--- src/rtl/poss_seq_pkg.sv ---
// Shared types and helpers for the power-on self-set sequencer.
// State encoding, end-marker test and default write timeout.
package poss_pkg;

  typedef enum logic [2:0] {
    IDLE,
    FETCH,
    CAPT,
    WRITE,
    HOLDOFF,
    DONE,
    ERR
  } poss_state_t;

  localparam int DEFAULT_TIMEOUT = 255;

  // Reduction-AND over the low w bits of a zero-extended address.
  function automatic logic is_end_mark(
    input logic [63:0] addr,
    input int          w
  );
    logic [63:0] m;
    m = (64'd1 << w) - 64'd1;
    return (addr & m) == m;
  endfunction

endpackage

--- src/rtl/poss_seq_if.sv ---
// Table-read and register-write bus between the sequencer
// and the module's internal register space.
interface poss_seq_if #(
  parameter int ADDR_W    = 16,
  parameter int DATA_W    = 16,
  parameter int N_ENTRIES = 32
);
  localparam int IDX_W =
    (N_ENTRIES > 1) ? $clog2(N_ENTRIES) : 1;

  logic                     tbl_rd;
  logic [IDX_W-1:0]         tbl_addr;
  logic [ADDR_W+DATA_W-1:0] tbl_rdata;
  logic                     wr_req;
  logic [ADDR_W-1:0]        wr_addr;
  logic [DATA_W-1:0]        wr_data;
  logic                     wr_ack;

  modport master (
    output tbl_rd, tbl_addr,
    output wr_req, wr_addr, wr_data,
    input  tbl_rdata, wr_ack
  );

  modport slave (
    input  tbl_rd, tbl_addr,
    input  wr_req, wr_addr, wr_data,
    output tbl_rdata, wr_ack
  );
endinterface

--- src/rtl/poss_start_sync.sv ---
// Two-flop synchroniser plus rising-edge detect for
// asynchronous slow-control pulses.
module poss_start_sync (
  input  logic clk,
  input  logic rst,
  input  logic async_in,
  output logic edge_out
);
  logic r_s1;
  logic r_s2;
  logic r_s3;

  always_ff @(posedge clk) begin
    if (rst) begin
      r_s1 <= 1'b0;
      r_s2 <= 1'b0;
      r_s3 <= 1'b0;
    end else begin
      r_s1 <= async_in;
      r_s2 <= r_s1;
      r_s3 <= r_s2;
    end
  end

  assign edge_out = r_s2 & ~r_s3;
endmodule

--- src/rtl/poss_seq.sv ---
// Power-on self-set sequencer: walks an {addr,data} table
// and issues each entry as a req/ack write with retry.
module poss_seq
  import poss_pkg::*;
#(
  parameter int ADDR_W    = 16,
  parameter int DATA_W    = 16,
  parameter int N_ENTRIES = 32,
  parameter int TIMEOUT   = DEFAULT_TIMEOUT,
  parameter int MAX_RETRY = 3,
  localparam int IDX_W =
    (N_ENTRIES > 1) ? $clog2(N_ENTRIES) : 1
) (
  input  logic             clk,
  input  logic             rst,
  input  logic             start,
  input  logic             rerun_en,
  poss_seq_if.master       bus,
  output logic             busy,
  output logic             done,
  output logic             error,
  output logic [IDX_W-1:0] err_idx
);
  localparam int TMO_W =
    (TIMEOUT > 0) ? $clog2(TIMEOUT + 1) : 1;
  localparam int RTY_W =
    (MAX_RETRY > 0) ? $clog2(MAX_RETRY + 1) : 1;

  poss_state_t       r_state, w_state;
  logic [IDX_W-1:0]  r_idx, w_idx;
  logic [IDX_W-1:0]  r_err_idx, w_err_idx;
  logic [TMO_W-1:0]  r_tmo, w_tmo;
  logic [RTY_W-1:0]  r_retry, w_retry;
  logic [ADDR_W-1:0] r_addr, w_addr;
  logic [DATA_W-1:0] r_data, w_data;
  logic              r_busy, w_busy;
  logic              r_done, w_done;
  logic              r_error, w_error;

  logic              w_start;
  logic              w_last;
  logic              w_tmo_hit;
  logic              w_mark;
  logic [ADDR_W-1:0] w_rd_addr;
  logic [DATA_W-1:0] w_rd_data;

  poss_start_sync u_sync (
    .clk      (clk),
    .rst      (rst),
    .async_in (start),
    .edge_out (w_start)
  );

  assign w_rd_addr =
    bus.tbl_rdata[ADDR_W+DATA_W-1 -: ADDR_W];
  assign w_rd_data = bus.tbl_rdata[DATA_W-1:0];
  assign w_mark =
    is_end_mark(64'(w_rd_addr), ADDR_W);
  assign w_last =
    (r_idx == IDX_W'(N_ENTRIES - 1));
  assign w_tmo_hit =
    (r_tmo == TMO_W'(TIMEOUT - 1));

  always_ff @(posedge clk) begin
    if (rst) begin
      r_state   <= IDLE;
      r_idx     <= '0;
      r_err_idx <= '0;
      r_tmo     <= '0;
      r_retry   <= '0;
      r_addr    <= '0;
      r_data    <= '0;
      r_busy    <= 1'b0;
      r_done    <= 1'b0;
      r_error   <= 1'b0;
    end else begin
      r_state   <= w_state;
      r_idx     <= w_idx;
      r_err_idx <= w_err_idx;
      r_tmo     <= w_tmo;
      r_retry   <= w_retry;
      r_addr    <= w_addr;
      r_data    <= w_data;
      r_busy    <= w_busy;
      r_done    <= w_done;
      r_error   <= w_error;
    end
  end

  always_comb begin
    w_state   = r_state;
    w_idx     = r_idx;
    w_err_idx = r_err_idx;
    w_tmo     = r_tmo;
    w_retry   = r_retry;
    w_addr    = r_addr;
    w_data    = r_data;
    w_busy    = r_busy;
    w_done    = r_done;
    w_error   = r_error;
    unique case (r_state)
      IDLE: begin
        if (w_start & (~r_done | rerun_en)) begin
          w_state   = FETCH;
          w_idx     = '0;
          w_err_idx = '0;
          w_tmo     = '0;
          w_retry   = '0;
          w_busy    = 1'b1;
          w_done    = 1'b0;
          w_error   = 1'b0;
        end
      end
      FETCH: w_state = CAPT;
      CAPT: begin
        w_addr = w_rd_addr;
        w_data = w_rd_data;
        w_tmo  = '0;
        w_retry = '0;
        w_state = w_mark ? DONE : WRITE;
      end
      WRITE: begin
        // An ack coinciding with the timeout still completes.
        if (bus.wr_ack) begin
          if (w_last) begin
            w_state = DONE;
          end else begin
            w_idx   = r_idx + IDX_W'(1);
            w_state = FETCH;
          end
        end else if (w_tmo_hit) begin
          if (r_retry < RTY_W'(MAX_RETRY)) begin
            w_state = HOLDOFF;
          end else begin
            w_state = ERR;
          end
        end else begin
          w_tmo = r_tmo + TMO_W'(1);
        end
      end
      HOLDOFF: begin
        w_retry = r_retry + RTY_W'(1);
        w_tmo   = '0;
        w_state = WRITE;
      end
      DONE: begin
        w_busy  = 1'b0;
        w_done  = 1'b1;
        w_state = IDLE;
      end
      ERR: begin
        w_busy    = 1'b0;
        w_error   = 1'b1;
        w_err_idx = r_idx;
        w_state   = IDLE;
      end
      default: w_state = IDLE;
    endcase
  end

  assign bus.tbl_rd   = (r_state == FETCH);
  assign bus.tbl_addr =
    (r_state == FETCH) ? r_idx : '0;
  assign bus.wr_req   = (r_state == WRITE);
  assign bus.wr_addr  = r_addr;
  assign bus.wr_data  = r_data;

  assign busy    = r_busy;
  assign done    = r_done;
  assign error   = r_error;
  assign err_idx = r_err_idx;
endmodule

--- src/flat_wrapper.sv ---
// flat-port wrapper written by rule: the top's interface ports become plain ports
module poss_seq_flat import poss_pkg::*;
#(
  parameter int ADDR_W    = 16,
  parameter int DATA_W    = 16,
  parameter int N_ENTRIES = 32,
  parameter int TIMEOUT   = DEFAULT_TIMEOUT,
  parameter int MAX_RETRY = 3,
  localparam int IDX_W =
    (N_ENTRIES > 1) ? $clog2(N_ENTRIES) : 1
)
  (clk, rst, start, rerun_en, busy, done, error, err_idx, bus_tbl_rd, bus_tbl_addr, bus_wr_req, bus_wr_addr, bus_wr_data, bus_tbl_rdata, bus_wr_ack);
  poss_seq_if #(.ADDR_W(ADDR_W), .DATA_W(DATA_W), .N_ENTRIES(N_ENTRIES)) bus_i ();
  input  logic clk;
  input  logic rst;
  input  logic start;
  input  logic rerun_en;
  output logic busy;
  output logic done;
  output logic error;
  output logic [IDX_W-1:0] err_idx;
  output wire logic [$bits(bus_i.tbl_rd)-1:0] bus_tbl_rd;
  output wire logic [$bits(bus_i.tbl_addr)-1:0] bus_tbl_addr;
  output wire logic [$bits(bus_i.wr_req)-1:0] bus_wr_req;
  output wire logic [$bits(bus_i.wr_addr)-1:0] bus_wr_addr;
  output wire logic [$bits(bus_i.wr_data)-1:0] bus_wr_data;
  input wire logic [$bits(bus_i.tbl_rdata)-1:0] bus_tbl_rdata;
  input wire logic [$bits(bus_i.wr_ack)-1:0] bus_wr_ack;
  assign bus_tbl_rd = bus_i.tbl_rd;
  assign bus_tbl_addr = bus_i.tbl_addr;
  assign bus_wr_req = bus_i.wr_req;
  assign bus_wr_addr = bus_i.wr_addr;
  assign bus_wr_data = bus_i.wr_data;
  assign bus_i.tbl_rdata = bus_tbl_rdata;
  assign bus_i.wr_ack = bus_wr_ack;
  poss_seq #(.ADDR_W(ADDR_W), .DATA_W(DATA_W), .N_ENTRIES(N_ENTRIES), .TIMEOUT(TIMEOUT), .MAX_RETRY(MAX_RETRY)) u_core (.clk(clk), .rst(rst), .start(start), .rerun_en(rerun_en), .bus(bus_i), .busy(busy), .done(done), .error(error), .err_idx(err_idx));
endmodule
--- config.mk ---
export PLATFORM = sky130hd
export DESIGN_NAME = poss_seq_flat
export DESIGN_NICKNAME = d
export VERILOG_FILES = /design/src/rtl/poss_seq_pkg.sv /design/src/rtl/poss_seq_if.sv /design/src/rtl/poss_start_sync.sv /design/src/rtl/poss_seq.sv /design/src/flat_wrapper.sv
export SDC_FILE = /design/constraint.sdc
export NUM_CORES = 1
export LEC_CHECK = 0
export ABC_AREA = 1
export BUFFER_PORTS_ARGS = -buffer_cell sky130_fd_sc_hd__buf_4
export CORE_UTILIZATION = 40
export DETAILED_ROUTE_END_ITERATION = 8
export PLACE_DENSITY = 0.65
export SYNTH_ARGS = -nofsm -noshare
export SYNTH_HDL_FRONTEND = slang
export SYNTH_SLANG_ARGS = --single-unit
--- constraint.sdc ---
create_clock -name clk -period 1.9 [get_ports clk]
set_input_delay 0.19 -clock clk [delete_from_list [all_inputs] [get_ports clk]]
set_output_delay 0.19 -clock clk [all_outputs]
set_load 0.01 [all_outputs]
=== Word level (Yosys, flattened, before mapping) ===
Cells that the tools add are included.

* Bits in latches: 0
* Bits in registers: 61
* Memory bits (read-only): 0
* Output and inout port bits: 47
* Bits of input ports: 37
* Bits in writable memories: 0
* Memories: 0

* Divide/modulo/power cells: 0
* Shifts and indexed selects: 0
* Multiply operators: 0
* Reductions and logical operators: 16
* Multiplexer cells: 24
* Add/subtract/negate cells: 3
* Equality and inequality tests: 15
* Bitwise gates (word level): 5
* Magnitude comparators: 1

{| class="wikitable"
|+ Operator list
! cell !! number
|-
| 8-bit two-way mux || 3
|-
| 8-bit one-hot mux with 3 select lines || 1
|-
| 5-bit two-way mux || 4
|-
| 5-bit one-hot mux with 2 select lines || 2
|-
| 16-bit == test (second input constant) || 1
|-
| 3-bit two-way mux || 5
|-
| 3-bit one-hot mux with 5 select lines || 1
|-
| 2-bit AND reduction || 5
|-
| 3-bit == test (second input constant) || 3
|-
| 8-bit by 1-bit adder with 8-bit output (second input constant) || 1
|-
| 8-bit == test (second input constant) || 1
|-
| 4-bit AND reduction || 2
|-
| 2-bit nonzero test || 4
|-
| 3-bit by 2-bit == test with 1-bit output (second input constant) || 2
|-
| 2-bit != test (second input constant) || 3
|-
| 1-bit one-hot mux with 2 select lines || 3
|-
| 2-bit one-hot mux with 3 select lines || 1
|-
| 3-bit nonzero test || 2
|-
| 5-bit by 1-bit adder with 5-bit output (second input constant) || 1
|-
| 5-bit == test (second input constant) || 1
|-
| 2-bit two-way mux || 2
|-
| 2-bit by 1-bit != test with 1-bit output (second input constant) || 2
|-
| 2-bit OR reduction || 2
|-
| 3-bit by 1-bit == test with 1-bit output (second input constant) || 1
|-
| 8 further kinds || 11
|}

=== Logic depth before layout (Yosys ltp) ===
* Depth in word-level cells: 5
* Mapped depth: 11
* Mapped depth without buffers: 10

=== Modules after synthesis ===
From an unflattened synthesis, not the netlist that was laid out.

* Cells, all modules: 375
* Area, all modules: 2625.0 sq um

{| class="wikitable"
|+ Modules (own cells, without submodules)
! module !! area an instance (sq um) !! cells an instance !! instances
|-
| poss_seq || 2538.7 || 365 || 1
|-
| poss_start_sync || 86.3 || 10 || 1
|}

=== Worst setup path before layout ===
Ideal clock, no wire load.

* Path type: register to register
* Start point: reg u_core.r_idx[0]
* End point: reg u_core.r_idx[1]
* Period minus slack after synthesis: 1.453 ns
* Data required time: 1.784 ns
* Path slack: 0.447 ns
* Arrival: 1.337 ns
* Stages on the path, launching flop included: 10
* Setup time: 0.116 ns
* Path through: dfxtp_1 > ha_1 > nand2_1 > nor2_1 > ha_1 > or2_0 > nand2_1 > nand2_2 > o21ai_0 > nor2_1

* Longest elaborated chain between the ends: 4
* Elaborated cells between the ends (all ways): 7
* Those cells by class: add/sub: 1; eq/ne: 2; mux: 3; reduce/logical: 1

{| class="wikitable"
|+ RTL lines
! item !! RTL line !! source
|-
| start: declaration || poss_seq.sv:30 || <nowiki>logic [IDX_W-1:0] r_idx, w_idx;</nowiki>
|-
| start signal: assignment || poss_seq.sv:78 || <nowiki>r_idx <= w_idx;</nowiki>
|-
| 5-bit by 1-bit adder with 5-bit output || poss_seq.sv:128 || <nowiki>w_idx = r_idx + IDX_W'(1);</nowiki>
|-
| 5-bit two-way mux || poss_seq.sv:125 || <nowiki>if (w_last) begin</nowiki>
|-
| 5-bit two-way mux || poss_seq.sv:124 || <nowiki>if (bus.wr_ack) begin</nowiki>
|-
| 5-bit one-hot mux with 2 select lines || poss_seq.sv:101 || <nowiki>unique case (r_state)</nowiki>
|}

Parallel ways exist; a longest one is shown, timed or not. The select of a mux whose other input is x is not followed.
A chain may end at the register's enable or synchronous reset.

=== Final worst setup path ===
* Start point: reg u_core.r_state[0]
* End point: out bus_tbl_addr[4]

* Longest elaborated chain between the ends: 2

{| class="wikitable"
|+ RTL lines
! item !! RTL line !! source
|-
| start: declaration || poss_seq.sv:29 || <nowiki>poss_state_t r_state, w_state;</nowiki>
|-
| start signal: assignment || poss_seq.sv:77 || <nowiki>r_state <= w_state;</nowiki>
|-
| 3-bit by 1-bit == test with 1-bit output || poss_seq.sv:163 || <nowiki>(r_state == FETCH) ? r_idx : '0;</nowiki>
|-
| 5-bit two-way mux || poss_seq.sv:163 ||
|-
| end: declaration || flat_wrapper.sv:23 || <nowiki>output wire logic [$bits(bus_i.tbl_addr)-1:0] bus_tbl_addr;</nowiki>
|}

No other way between the ends.

==> results.yml <==
timing:
  fin_crit_sh_pct: 89.2
  tightest_slew_ps: 416
  fmax_mhz: 590
  hold_ws_ps: 69.2
  drv_slew: 0
  finalClockSkew_ps: 7.37
  post-route-min-period_ps: 1700
  finalSetupTns_ps: 0
  hold_viol_final: 0
  grt_setup_unrepaired: "no"
  max_slew_margin_pct: 72.3
  setup_viol: 0
cts:
  cts_tree: "done"
  cts_max_level: 3
  cts_buffers: 9
  clockBufferDepth: 2
  clock-root-buffer: "clkbuf_8"
  post_cts_buffers: 0
  clock_sinks: 61
  ctsResizeCount: 0
  cts.clk_slew.worst_paths_ps: 70
  worstSkewPairLatency_ps: 340
  cts.hold.buffers_added: 0
logic_synthesis:
  synth_top_cell_by_area: "dfxtp_1"
  synth-seq-area-share_pct: 47.0
  synthTopCellsByArea: "dfxtp_1 47%, nor2_1 15%, o21ai_0 8.9%"
  synth-warning-count: 0
  syn_avg_cell_area_um2: 7.10
  ys_types: 25
  synth.top_cell.area_share_pct: 47.0
  syn-instance-count: 366
  syn_nets: 408
  synth_seq_cells: 61
  syn_area_um2: 2600
worst_setup_path:
  required_ps: 1710
  path_class: "flip-flop to output pin"
  crit_arrival_ps: 1510
  crit_fanout: 7
  endpoint_kind: "output pin"
  startpoint_type: "flip-flop"
detailed_routing:
  wl_mm: 6.38
  ant_nets: 0
  dr.pass1.iters: 4
  wire_per_inst_um: 12.0
  drtIter0Drc: 91
  drt-vias-per-instance: 4.81
  dr_total_vias: 2568
  drc_errors: 0
floorplanning:
  coreArea_um2: 6310
  rows: 29
  die_area_um2: 6820
  dieHeight_um: 82.6
  initial_core_util_pct: 41.2
  die_w_um: 82.6
  ioPinCount: 84
finish:
  drive_gt1_share_pct: 25.8
  fillCellCount: 624
  regArea_um2: 1220
  finalNetCount: 494
  multi_input_area_um2: 1200
  synthToLayoutAreaGrowth_pct: 35.6
  final_cell_mix: "106 x nor2_1, 90 x buf_4, 61 x dfxtp_1"
  final_common_cell: "nor2_1"
  n_antenna_cell: 0
  final_area_um2: 3520
power:
  clkPwrFrac_pct: 46.3
  pwr-share-comb_pct: 7.4
  power.internal_w: 0.00221
  seqPwrFrac_pct: 46.3
  p_sw_w: 0.000622
  fin_total_pwr_w: 0.00283
  vdd_ir_drop_max_mv: 0.469
  powerDensity_nw_per_um2: 803
  switching_share_pct: 22.0
  p_leak_nw: 1.65
grt:
  grt.total_usage_pct: 20.7
  antenna_found_initial: 0
  first_global_vias: 2447
  grt_overflow: 0
  grt_max_degree: 33
  grt_first_pass_wirelength_mm: 10.7
placement:
  dpl_cell_area_um2: 3300
  io_buffers: 83
  finalWeightedCongestion: 0.829
  hpwl_mm: 4.56
flow_run:
  cap_viol_max_count: 0
hold_path:
  hold_class: "input pin to flip-flop"
outcome:
  status: "finished, final reports clean"
area by class of cell:
class                           instances  area share (%)
Clock inverter                          3            1.92
Inverter                               29            3.09
Sequential cell                        61            34.6
Timing Repair Buffer                   90            19.2
Clock buffer                           13            4.51
Multi-Input combinational cell        261            33.9
Tap cell                               77            2.73
flip-flops by register name, indices dropped and copies added (netlist names):
register / cells
u_core.bus.wr_data: 16
u_core.r_tmo: 8
u_core.done: 1
u_core.error: 1
u_core.r_retry: 2
u_core.u_sync.r_s2: 1
u_core.err_idx: 5
u_core.u_sync.r_s1: 1
u_core.r_state: 3
u_core.u_sync.r_s3: 1
u_core.busy: 1
u_core.bus.wr_addr: 16
u_core.r_idx: 5
power by group through the flow:
stage / logic (W) / clock network, W / registers (W)
2_1_floorplan: 0.0000943 / 0 / 0.00134
3_3_place_gp: 0.000207 / 0 / 0.00134
3_5_place_dp: 0.000208 / 0 / 0.00134
4_1_cts: 0.000209 / 0.00134 / 0.00131
5_1_grt: 0.000235 / 0.00140 / 0.00131
6_report: 0.000208 / 0.00131 / 0.00131
cell usage after synthesis:
| master | number |
|---|---|
| ha_1 | 5 |
| nor2_4 | 1 |
| nand2_1 | 54 |
| clkbuf_1 | 11 |
| nor2_1 | 106 |
| nand3_1 | 16 |
| dfxtp_1 | 61 |
| or2_0 | 2 |
| o211ai_1 | 1 |
| inv_2 | 4 |
| or2_2 | 1 |
| nand2_2 | 4 |
| a22oi_1 | 1 |
| a21oi_1 | 16 |
| nor3_4 | 1 |
| o21ai_0 | 46 |
| xor2_1 | 2 |
| buf_4 | 1 |
| buf_6 | 2 |
| inv_1 | 25 |
| nor2_2 | 2 |
| buf_1 | 1 |
| nor3b_1 | 1 |
| a211oi_1 | 1 |
| xnor2_1 | 1 |
worst paths after layout:
path	startpoint	end	slack, ps	depth (start not counted)
worst max-delay path	u_core.r_state[0]	bus_tbl_addr[4]	200	5
worst min-delay path	bus_tbl_rdata[6]	u_core.bus.wr_data[6]	70	3
worst max register to register	u_core.r_state[2]	u_core.r_idx[1]	280	7
worst min register to register	u_core.u_sync.r_s1	u_core.u_sync.r_s2	410	2
per-stage QoR:
stage          setup slack (ps)  util (%)  cells
6_report                    205      55.8    534
5_1_grt                    32.5      55.8    534
4_1_cts                     141      55.8    534
3_5_place_dp                325      52.2    518
3_3_place_gp                339      52.2    518
2_1_floorplan               447         -    366
logic make-up after synthesis:
kind of cell    synth area share (%)
compound gates                  12.8
xor+xnor                        1.01
fa+ha+maj                       2.41
buf+inv                         7.08
flops                           47.0
simple gates                    29.7
layer usage:
metal  global-route usage (%)  part of all wire [%]  vias up
met5                        0                     0        -
met4                     6.38                  0.64        0
met3                     9.34                   7.6        4
met2                     35.4                    48       76
met1                     23.0                    44     1160
li1                         -                     -     1328
worst max-delay path, stage by stage, from the launching register on:
cell     delay [ps]
dfxtp_1         440
inv_2            70
nor2_1          220
nand2_2         180
nor2_1          130
buf_4           130
Note: power is estimated with default switching activity, not from simulation.
